[src/rtl/link_scheduler_if.sv]
// link_scheduler_if: request/credit/grant bundle of one router output link.
//   slave  modport: the scheduler (takes requests and credits, drives grant/status).
//   master modport: the requester/receiver side that drives requests and credits.
//   request_vector  per-port packet request (0=XPOS 1=XNEG 2=YPOS 3=YNEG 4=PE)
//   credit_in       one-cycle credit return pulse from downstream
//   grant_vector    one-hot grant, zero when no packet is in flight
//   flit_valid      a granted flit crosses the link this cycle
//   packet_done     pulse on the last flit of a packet
//   credit_count    packet credits currently available
//   credit_overflow sticky flag: credit returned while already full
interface link_scheduler_if #(
    parameter int CNT_W = 3
);
    logic [4:0]       request_vector;
    logic             credit_in;
    logic [4:0]       grant_vector;
    logic             flit_valid;
    logic             packet_done;
    logic [CNT_W-1:0] credit_count;
    logic             credit_overflow;

    modport slave (
        input  request_vector, credit_in,
        output grant_vector, flit_valid, packet_done, credit_count, credit_overflow
    );

    modport master (
        output request_vector, credit_in,
        input  grant_vector, flit_valid, packet_done, credit_count, credit_overflow
    );
endinterface

[src/rtl/link_scheduler.sv]
// link_scheduler: round-robin output-link scheduler with packet-level credits.
//   clk    system clock, all state changes on posedge
//   reset  asynchronous active-high reset
//   link   link_scheduler_if.slave: requests/credit_in in, grant and status out
// A packet holds the grant for FLITS cycles; one credit is consumed when the
// grant is issued and one is returned per credit_in pulse.
module link_scheduler #(
    parameter int CREDITS = 4,
    parameter int FLITS   = 5,
    parameter int CNT_W   = 3
) (
    input  logic             clk,
    input  logic             reset,
    link_scheduler_if.slave  link
);

    typedef enum logic {IDLE, ACTIVE} state_t;

    state_t           state_q, state_d;
    logic [4:0]       grant_q, grant_d;
    logic             flit_valid_q, flit_valid_d;
    logic             packet_done_q, packet_done_d;
    logic [CNT_W-1:0] flit_cnt_q, flit_cnt_d;
    logic [CNT_W-1:0] credit_q, credit_d;
    logic             overflow_q, overflow_d;
    logic [2:0]       ptr_q, ptr_d;
    logic [2:0]       winner_q, winner_d;

    logic             found;
    logic [2:0]       pick;
    logic [3:0]       scan;
    logic             consume;

    // Round-robin pick: first requester at or above the pointer, wrapping 4->0.
    always_comb begin
        found = 1'b0;
        pick  = '0;
        scan  = '0;
        for (int unsigned i = 0; i < 5; i++) begin
            scan = {1'b0, ptr_q} + 4'(i);
            if (scan >= 4'd5) begin
                scan = scan - 4'd5;
            end
            if (!found && link.request_vector[scan[2:0]]) begin
                found = 1'b1;
                pick  = scan[2:0];
            end
        end
    end

    always_comb begin
        state_d       = state_q;
        grant_d       = grant_q;
        flit_valid_d  = flit_valid_q;
        packet_done_d = packet_done_q;
        flit_cnt_d    = flit_cnt_q;
        ptr_d         = ptr_q;
        winner_d      = winner_q;
        consume       = 1'b0;

        case (state_q)
            IDLE: begin
                packet_done_d = 1'b0;
                if (found && (credit_q != '0)) begin
                    state_d       = ACTIVE;
                    grant_d       = 5'(1) << pick;
                    flit_valid_d  = 1'b1;
                    flit_cnt_d    = '0;
                    winner_d      = pick;
                    consume       = 1'b1;
                    packet_done_d = (FLITS == 1);
                end
            end
            ACTIVE: begin
                if (flit_cnt_q == CNT_W'(FLITS - 1)) begin
                    state_d       = IDLE;
                    grant_d       = '0;
                    flit_valid_d  = 1'b0;
                    packet_done_d = 1'b0;
                    ptr_d         = (winner_q == 3'd4) ? 3'd0 : winner_q + 3'd1;
                end else begin
                    flit_cnt_d    = flit_cnt_q + CNT_W'(1);
                    // Registered: raise done for the cycle where the counter reaches FLITS-1.
                    packet_done_d = (flit_cnt_q == CNT_W'(FLITS - 2));
                end
            end
            default: begin
                state_d = IDLE;
            end
        endcase
    end

    // Credit counter: consume and return on the same edge cancel out; a
    // return with no consume while full saturates and raises the sticky flag.
    always_comb begin
        credit_d   = credit_q;
        overflow_d = overflow_q;
        if (consume && !link.credit_in) begin
            credit_d = credit_q - CNT_W'(1);
        end else if (!consume && link.credit_in) begin
            if (credit_q == CNT_W'(CREDITS)) begin
                overflow_d = 1'b1;
            end else begin
                credit_d = credit_q + CNT_W'(1);
            end
        end
    end

    always_ff @(posedge clk or posedge reset) begin
        if (reset) begin
            state_q       <= IDLE;
            grant_q       <= '0;
            flit_valid_q  <= 1'b0;
            packet_done_q <= 1'b0;
            flit_cnt_q    <= '0;
            credit_q      <= CNT_W'(CREDITS);
            overflow_q    <= 1'b0;
            ptr_q         <= '0;
            winner_q      <= '0;
        end else begin
            state_q       <= state_d;
            grant_q       <= grant_d;
            flit_valid_q  <= flit_valid_d;
            packet_done_q <= packet_done_d;
            flit_cnt_q    <= flit_cnt_d;
            credit_q      <= credit_d;
            overflow_q    <= overflow_d;
            ptr_q         <= ptr_d;
            winner_q      <= winner_d;
        end
    end

    assign link.grant_vector    = grant_q;
    assign link.flit_valid      = flit_valid_q;
    assign link.packet_done     = packet_done_q;
    assign link.credit_count    = credit_q;
    assign link.credit_overflow = overflow_q;

endmodule

[src/flat_wrapper.sv]
// flat-port wrapper written by rule: the top's interface ports become plain ports
module link_scheduler_flat 
#(
    parameter int CREDITS = 4,
    parameter int FLITS   = 5,
    parameter int CNT_W   = 3
)
  (clk, reset, link_request_vector, link_credit_in, link_grant_vector, link_flit_valid, link_packet_done, link_credit_count, link_credit_overflow);
  link_scheduler_if #(.CNT_W(CNT_W)) link_i ();
  input  logic clk;
  input  logic reset;
  input wire logic [$bits(link_i.request_vector)-1:0] link_request_vector;
  input wire logic [$bits(link_i.credit_in)-1:0] link_credit_in;
  output wire logic [$bits(link_i.grant_vector)-1:0] link_grant_vector;
  output wire logic [$bits(link_i.flit_valid)-1:0] link_flit_valid;
  output wire logic [$bits(link_i.packet_done)-1:0] link_packet_done;
  output wire logic [$bits(link_i.credit_count)-1:0] link_credit_count;
  output wire logic [$bits(link_i.credit_overflow)-1:0] link_credit_overflow;
  assign link_i.request_vector = link_request_vector;
  assign link_i.credit_in = link_credit_in;
  assign link_grant_vector = link_i.grant_vector;
  assign link_flit_valid = link_i.flit_valid;
  assign link_packet_done = link_i.packet_done;
  assign link_credit_count = link_i.credit_count;
  assign link_credit_overflow = link_i.credit_overflow;
  link_scheduler #(.CREDITS(CREDITS), .FLITS(FLITS), .CNT_W(CNT_W)) u_core (.clk(clk), .reset(reset), .link(link_i));
endmodule
[config.mk]
export PLATFORM = sky130hd
export DESIGN_NAME = link_scheduler_flat
export DESIGN_NICKNAME = d
export VERILOG_FILES = /design/src/rtl/link_scheduler_if.sv /design/src/rtl/link_scheduler.sv /design/src/flat_wrapper.sv
export SDC_FILE = /design/constraint.sdc
export NUM_CORES = 1
export LEC_CHECK = 0
export ABC_AREA = 1
export CORE_ASPECT_RATIO = 0.9
export CORE_MARGIN = 5
export CORE_UTILIZATION = 45
export CTS_CLUSTER_DIAMETER = 150
export CTS_CLUSTER_SIZE = 24
export DETAILED_ROUTE_END_ITERATION = 10
export PLACE_DENSITY = 0.62
export SLEW_MARGIN = 30
export SYNTH_ARGS = -nofsm -noshare
export SYNTH_HDL_FRONTEND = slang
export SYNTH_SLANG_ARGS = --single-unit
[constraint.sdc]
create_clock -name clk -period 6.6 [get_ports clk]
set_input_delay 1.32 -clock clk [delete_from_list [all_inputs] [get_ports clk]]
set_output_delay 1.32 -clock clk [all_outputs]
set_load 0.1 [all_outputs]
==> flow_summary.json, run 1 <==
{
  "status": "finished clean",
  "cts_tree": "yes",
  "io_buffers": 18,
  "synth-seq-cells": 21,
  "fin_crit_sh_pct": 67.2,
  "maxCapViolations": 0,
  "n_antenna_cell": 0,
  "cp.arrival_ns": 4.63,
  "grt.met2_usage_pct": 23.6,
  "use_met1_pct": 29.2,
  "drt_pass1_iterations": 5,
  "gp_congestion": 0.853,
  "rsz0062_at_grt": "false",
  "synth_seq_area_share_pct": 26.4,
  "cts_buffer_depth": 2,
  "grt_overflow_total": 0,
  "final_util_pct": 52.1,
  "drive_gt1_share_pct": 11.8,
  "relSlewSlack_pct": 34.8,
  "crit_type": "reg2reg",
  "worst_clock_skew_ns": 0.00322,
  "synth_area_um2": 1990,
  "syn_avg_cell_area_um2": 6.99,
  "startpoint_type": "flip-flop",
  "initial_core_util_pct": 45.6,
  "ys_top_cells_by_area": "dfrtp_1 25%, nand2_1 12%, nand3_1 11%",
  "fmax_ghz": 0.226,
  "setup_tns_ns": 0,
  "row_count": 23,
  "placed_area_um2": 2230,
  "yosysUniqueCellTypes": 32,
  "grt_pass1_wl_um": 8200,
  "die_y_um": 73.1,
  "cts.hold.buffers_added": 0,
  "drcViolationCount": 0,
  "hold_viol_final": 0,
  "design_area_um2": 2280,
  "final_cell_mix": "66 x nand2_1, 43 x nand3_1, 40 x inv_1",
  "nets": 331,
  "worstMarginPinSlew_ns": 0.975,
  "die_w_um": 80.2,
  "vias": 1834,
  "dpl.hpwl_um": 3840,
  "cp_data_required_time_ns": 6.79,
  "grtUsageMet3_pct": 3.46,
  "hp-class": "reg2reg",
  "drt_iter0_markers": 137,
  "setup_violations": 0,
  "cts.htree.levels": 1,
  "synth_top_cell_by_area": "dfrtp_1",
  "post_cts.repair.setup_buffers": 0,
  "core_area_um2": 4370,
  "grt_max_degree": 22,
  "ios": 19,
  "layout_commonest_cell": "nand2_1",
  "cts_resized": 0,
  "grt_pass1_vias": 1688,
  "cts_sinks": 21,
  "crit_start": "u_core.ptr_q[0]",
  "path_clk_slew_ns": 0.08,
  "synth_nets": 310,
  "root_buffer": "clkbuf_8",
  "cp-end-kind": "flip-flop",
  "routed_wl_um": 4650,
  "grt-busiest-layer": "met1",
  "antenna_found_initial": 0,
  "vias_per_cell": 5.00,
  "die-area_um2": 5860,
  "area_growth_pct": 14.2,
  "post_drt_wl_per_cell_um": 12.7,
  "ys_warn_count": 0,
  "critical_path.max_fanout": 15,
  "yosys.area.top_type_share_pct": 25.1,
  "netlist_instances": 285,
  "numCtsBuffers": 3,
  "final_antenna_net_count": 0,
  "slew_viol_final": 0,
  "clk_latency_ns": 0.26,
  "hold_path_startpoint": "u_core.link.credit_overflow",
  "timing.final.crit_period_ns": 4.43,
  "rr_startpoint": "u_core.ptr_q[0]",
  "track_usage_pct": 17.6
}
[cell families after synthesis]
group           share of synthesized area, %
fa+ha+maj                               11.4
buf+inv                                 9.79
compound gates                          8.60
xor+xnor                                2.57
simple gates                            41.2
flops                                   26.4
[area by class of cell]
class,count,area (um^2)
fill,457,2100
multi-input combinational,216,1270
clock buffer,3,41.3
clock inverter,1,7.51
timing repair buffer,18,180
inverter,46,173
tap,62,77.6
sequential,21,527
[state kept, by name, indices dropped and copies added, names as in the netlist]
register,flops
u_core.link.grant_vector,5
u_core.state_q,1
u_core.link.credit_count,3
u_core.ptr_q,3
u_core.link.packet_done,1
u_core.flit_cnt_q,3
u_core.winner_q,3
u_core.link.flit_valid,1
u_core.link.credit_overflow,1
[per-stage QoR]
stage | hold slack [ns] | instances | worst slack (ns)
2_1_floorplan | 0.464 | 285 | 3.20
3_3_place_gp | 0.459 | 363 | 2.27
3_5_place_dp | 0.457 | 363 | 2.21
4_1_cts | 0.490 | 367 | 2.17
5_1_grt | 0.525 | 367 | 1.75
6_report | 0.488 | 367 | 2.17
[path summary, 6_finish.rpt]
path,slack (ns),to,cells after the start
worst max-delay path,2.17,u_core.link.credit_count[2],21
worst min-delay path,0.49,u_core.link.credit_overflow,1
worst max register to register,2.17,u_core.link.credit_count[2],21
worst min register to register,0.49,u_core.link.credit_overflow,1
max in group asynchronous,4.61,u_core.winner_q[1],2
min in group asynchronous,1.50,u_core.winner_q[0],2
[synth_stat cells]
library cell	count
a21oi_1	4
a21oi_2	1
a31o_2	1
buf_6	2
dfrtp_1	20
dfstp_2	1
fa_1	2
ha_1	15
inv_1	40
inv_2	6
nand2_1	66
nand2_2	9
nand2_4	2
nand3_1	43
nand3_2	5
nand3_4	1
nand3b_1	1
nand4_1	16
nor2_1	19
nor2_2	1
nor2_8	1
o211ai_1	1
o21a_1	1
o21ai_0	11
o21ai_1	6
o21ai_2	1
o22ai_1	2
o22ai_2	1
or2_2	1
xnor2_1	1
xnor2_2	1
xor2_1	3
[critical path: stages, from the launching register on]
cell and delay (ns):
dfrtp_1 0.61, inv_2 0.28, ha_1 0.20, inv_1 0.06, fa_1 0.35, inv_1 0.12, nand2_1 0.16, o21ai_0 0.36
nand3_1 0.12, nand2_1 0.09, nand2_1 0.06, nand2_2 0.13, nor2_8 0.07, nand4_1 0.07, nand2_1 0.27, inv_1 0.25
ha_1 0.20, inv_1 0.07, fa_1 0.37, or2_2 0.30, nand3_1 0.09, xor2_1 0.14
[routing by layer]
metal,routed length (um),share of wire (%)
met3,200,4.3
met4,28,0.60
met2,1920,41
met5,0,0
met1,2510,54
Power of run 1 is left out: the tool's default activity adds up to more than one toggle a clock period on the data nets, which glitch-free logic cannot reach.
==> inputs of run 2 (changes only) <==
==> constraint.sdc (replaced) <==
create_clock -name clk -period 4.6 [get_ports clk]
set_input_delay 0.92 -clock clk [delete_from_list [all_inputs] [get_ports clk]]
set_output_delay 0.92 -clock clk [all_outputs]
set_load 0.1 [all_outputs]
==> flow_summary.json, run 2 (synthesized netlist as in run 1, its figures left out) <==
{
  "die-area_um2": 5860,
  "worstMarginPinSlew_ns": 0.984,
  "cts_buffer_depth": 2,
  "maxCapViolations": 0,
  "row_count": 23,
  "status": "finished clean",
  "final_cell_mix": "66 x nand2_1, 43 x nand3_1, 40 x inv_1",
  "setup_tns_ns": 0,
  "largest_reg_flops": 5,
  "startpoint_type": "flip-flop",
  "cp.arrival_ns": 4.17,
  "cp_top_family": "adder cells",
  "cp_slowest_cell": "dfrtp_1",
  "area_growth_pct": 15.0,
  "track_usage_pct": 16.8,
  "root_buffer": "clkbuf_8",
  "cp_data_required_time_ns": 4.79,
  "drcViolationCount": 0,
  "final_util_pct": 52.4,
  "nets": 333,
  "cts_tree": "yes",
  "cts_resized": 0,
  "ios": 19,
  "grt_pass1_wl_um": 7790,
  "cts.hold.buffers_added": 0,
  "final_antenna_net_count": 0,
  "dpl.hpwl_um": 3730,
  "numCtsBuffers": 3,
  "grt_pass1_vias": 1642,
  "setup_violations": 0,
  "n_antenna_cell": 0,
  "drt_iter0_markers": 121,
  "path_clk_slew_ns": 0.08,
  "cp-end-kind": "flip-flop",
  "initial_core_util_pct": 45.6,
  "rsz0062_at_grt": "false",
  "vias": 1850,
  "drive_gt1_share_pct": 12.4,
  "cts_sinks": 21,
  "slew_viol_final": 0,
  "cts.htree.levels": 1,
  "crit_type": "reg2reg",
  "gp_congestion": 0.872,
  "routed_wl_um": 4670,
  "hp-class": "reg2reg",
  "max_stage_delay_ns": 0.50,
  "post_cts.repair.setup_buffers": 0,
  "relSlewSlack_pct": 34.2,
  "path_buf_inv": 5,
  "worstPathCellList": "inv_1 -> ha_1 -> ha_1 -> o21ai_0 -> nand2_2 -> o21ai_0 -> nand3_1 -> nand2_1 -> nand2_1 -> nand2_2 -> inv_2 -> nand4_1 -> nand2_1 -> buf_4 -> inv_1 -> ha_1 -> inv_1 -> fa_1 -> or2_2 -> nand3_1 -> xor2_1",
  "post_drt_wl_per_cell_um": 12.6,
  "vias_per_cell": 5.01,
  "fin_crit_sh_pct": 86.4,
  "fmax_ghz": 0.252,
  "layout_commonest_cell": "nand2_1",
  "core_area_um2": 4370,
  "drt_pass1_iterations": 4,
  "clk_latency_ns": 0.26,
  "worst_clock_skew_ns": 0.00374,
  "hold_viol_final": 0,
  "die_w_um": 80.2,
  "io_buffers": 18,
  "grt_max_degree": 22,
  "antenna_found_initial": 0,
  "grt_overflow_total": 0,
  "timing.final.crit_period_ns": 3.97,
  "critical_path.max_fanout": 11,
  "die_y_um": 73.1
}
run 2: area by class of cell:
class,count,area (um^2)
fillers,447,2080
multi-input cells,216,1270
flip-flops and latches,21,527
repair buffers,20,195
inverters,46,173
well taps,62,77.6
clock inverters,1,7.51
clock buffers,3,41.3
run 2: worst reg2reg max path, cell delays in order, from the launching register on:
cell and delay, ns:
dfrtp_1 0.50, inv_1 0.22, ha_1 0.26, ha_1 0.35
o21ai_0 0.15, nand2_2 0.13, o21ai_0 0.25, nand3_1 0.12
nand2_1 0.08, nand2_1 0.06, nand2_2 0.09, inv_2 0.06
nand4_1 0.09, nand2_1 0.06, buf_4 0.18, inv_1 0.15
ha_1 0.19, inv_1 0.07, fa_1 0.37, or2_2 0.30
nand3_1 0.09, xor2_1 0.15
run 2: layer usage:
layer | vias to the layer above | GRT usage (%) | routed length [um]
met5 | - | 0 | 0
met2 | 43 | 23.2 | 1930
li1 | 982 | - | -
met3 | 8 | 3.70 | 256
met1 | 817 | 26.2 | 2420
met4 | 0 | 4.32 | 55
run 2: path summary, 6_finish.rpt:
path | to | slack [ns] | startpoint | depth (start not counted)
max in group asynchronous | u_core.winner_q[1] | 3.01 | reset | 2
worst min-delay path | u_core.link.credit_overflow | 0.47 | u_core.link.credit_overflow | 1
worst min register to register | u_core.link.credit_overflow | 0.47 | u_core.link.credit_overflow | 1
worst max-delay path | u_core.link.credit_count[2] | 0.63 | u_core.ptr_q[1] | 21
min in group asynchronous | u_core.link.flit_valid | 1.10 | reset | 2
worst max register to register | u_core.link.credit_count[2] | 0.63 | u_core.ptr_q[1] | 21
run 2: metrics by stage:
stage | hold WS (ns) | cells | setup slack, ns | instance area, um^2
after global routing | 0.496 | 369 | 0.154 | 2290
after floorplan | 0.464 | 285 | 1.20 | 1990
after CTS | 0.481 | 369 | 0.575 | 2290
after global placement | 0.456 | 365 | 0.672 | 2240
after detailed placement | 0.461 | 365 | 0.605 | 2240
final | 0.472 | 369 | 0.626 | 2290
Power of run 2 is left out for the same reason.
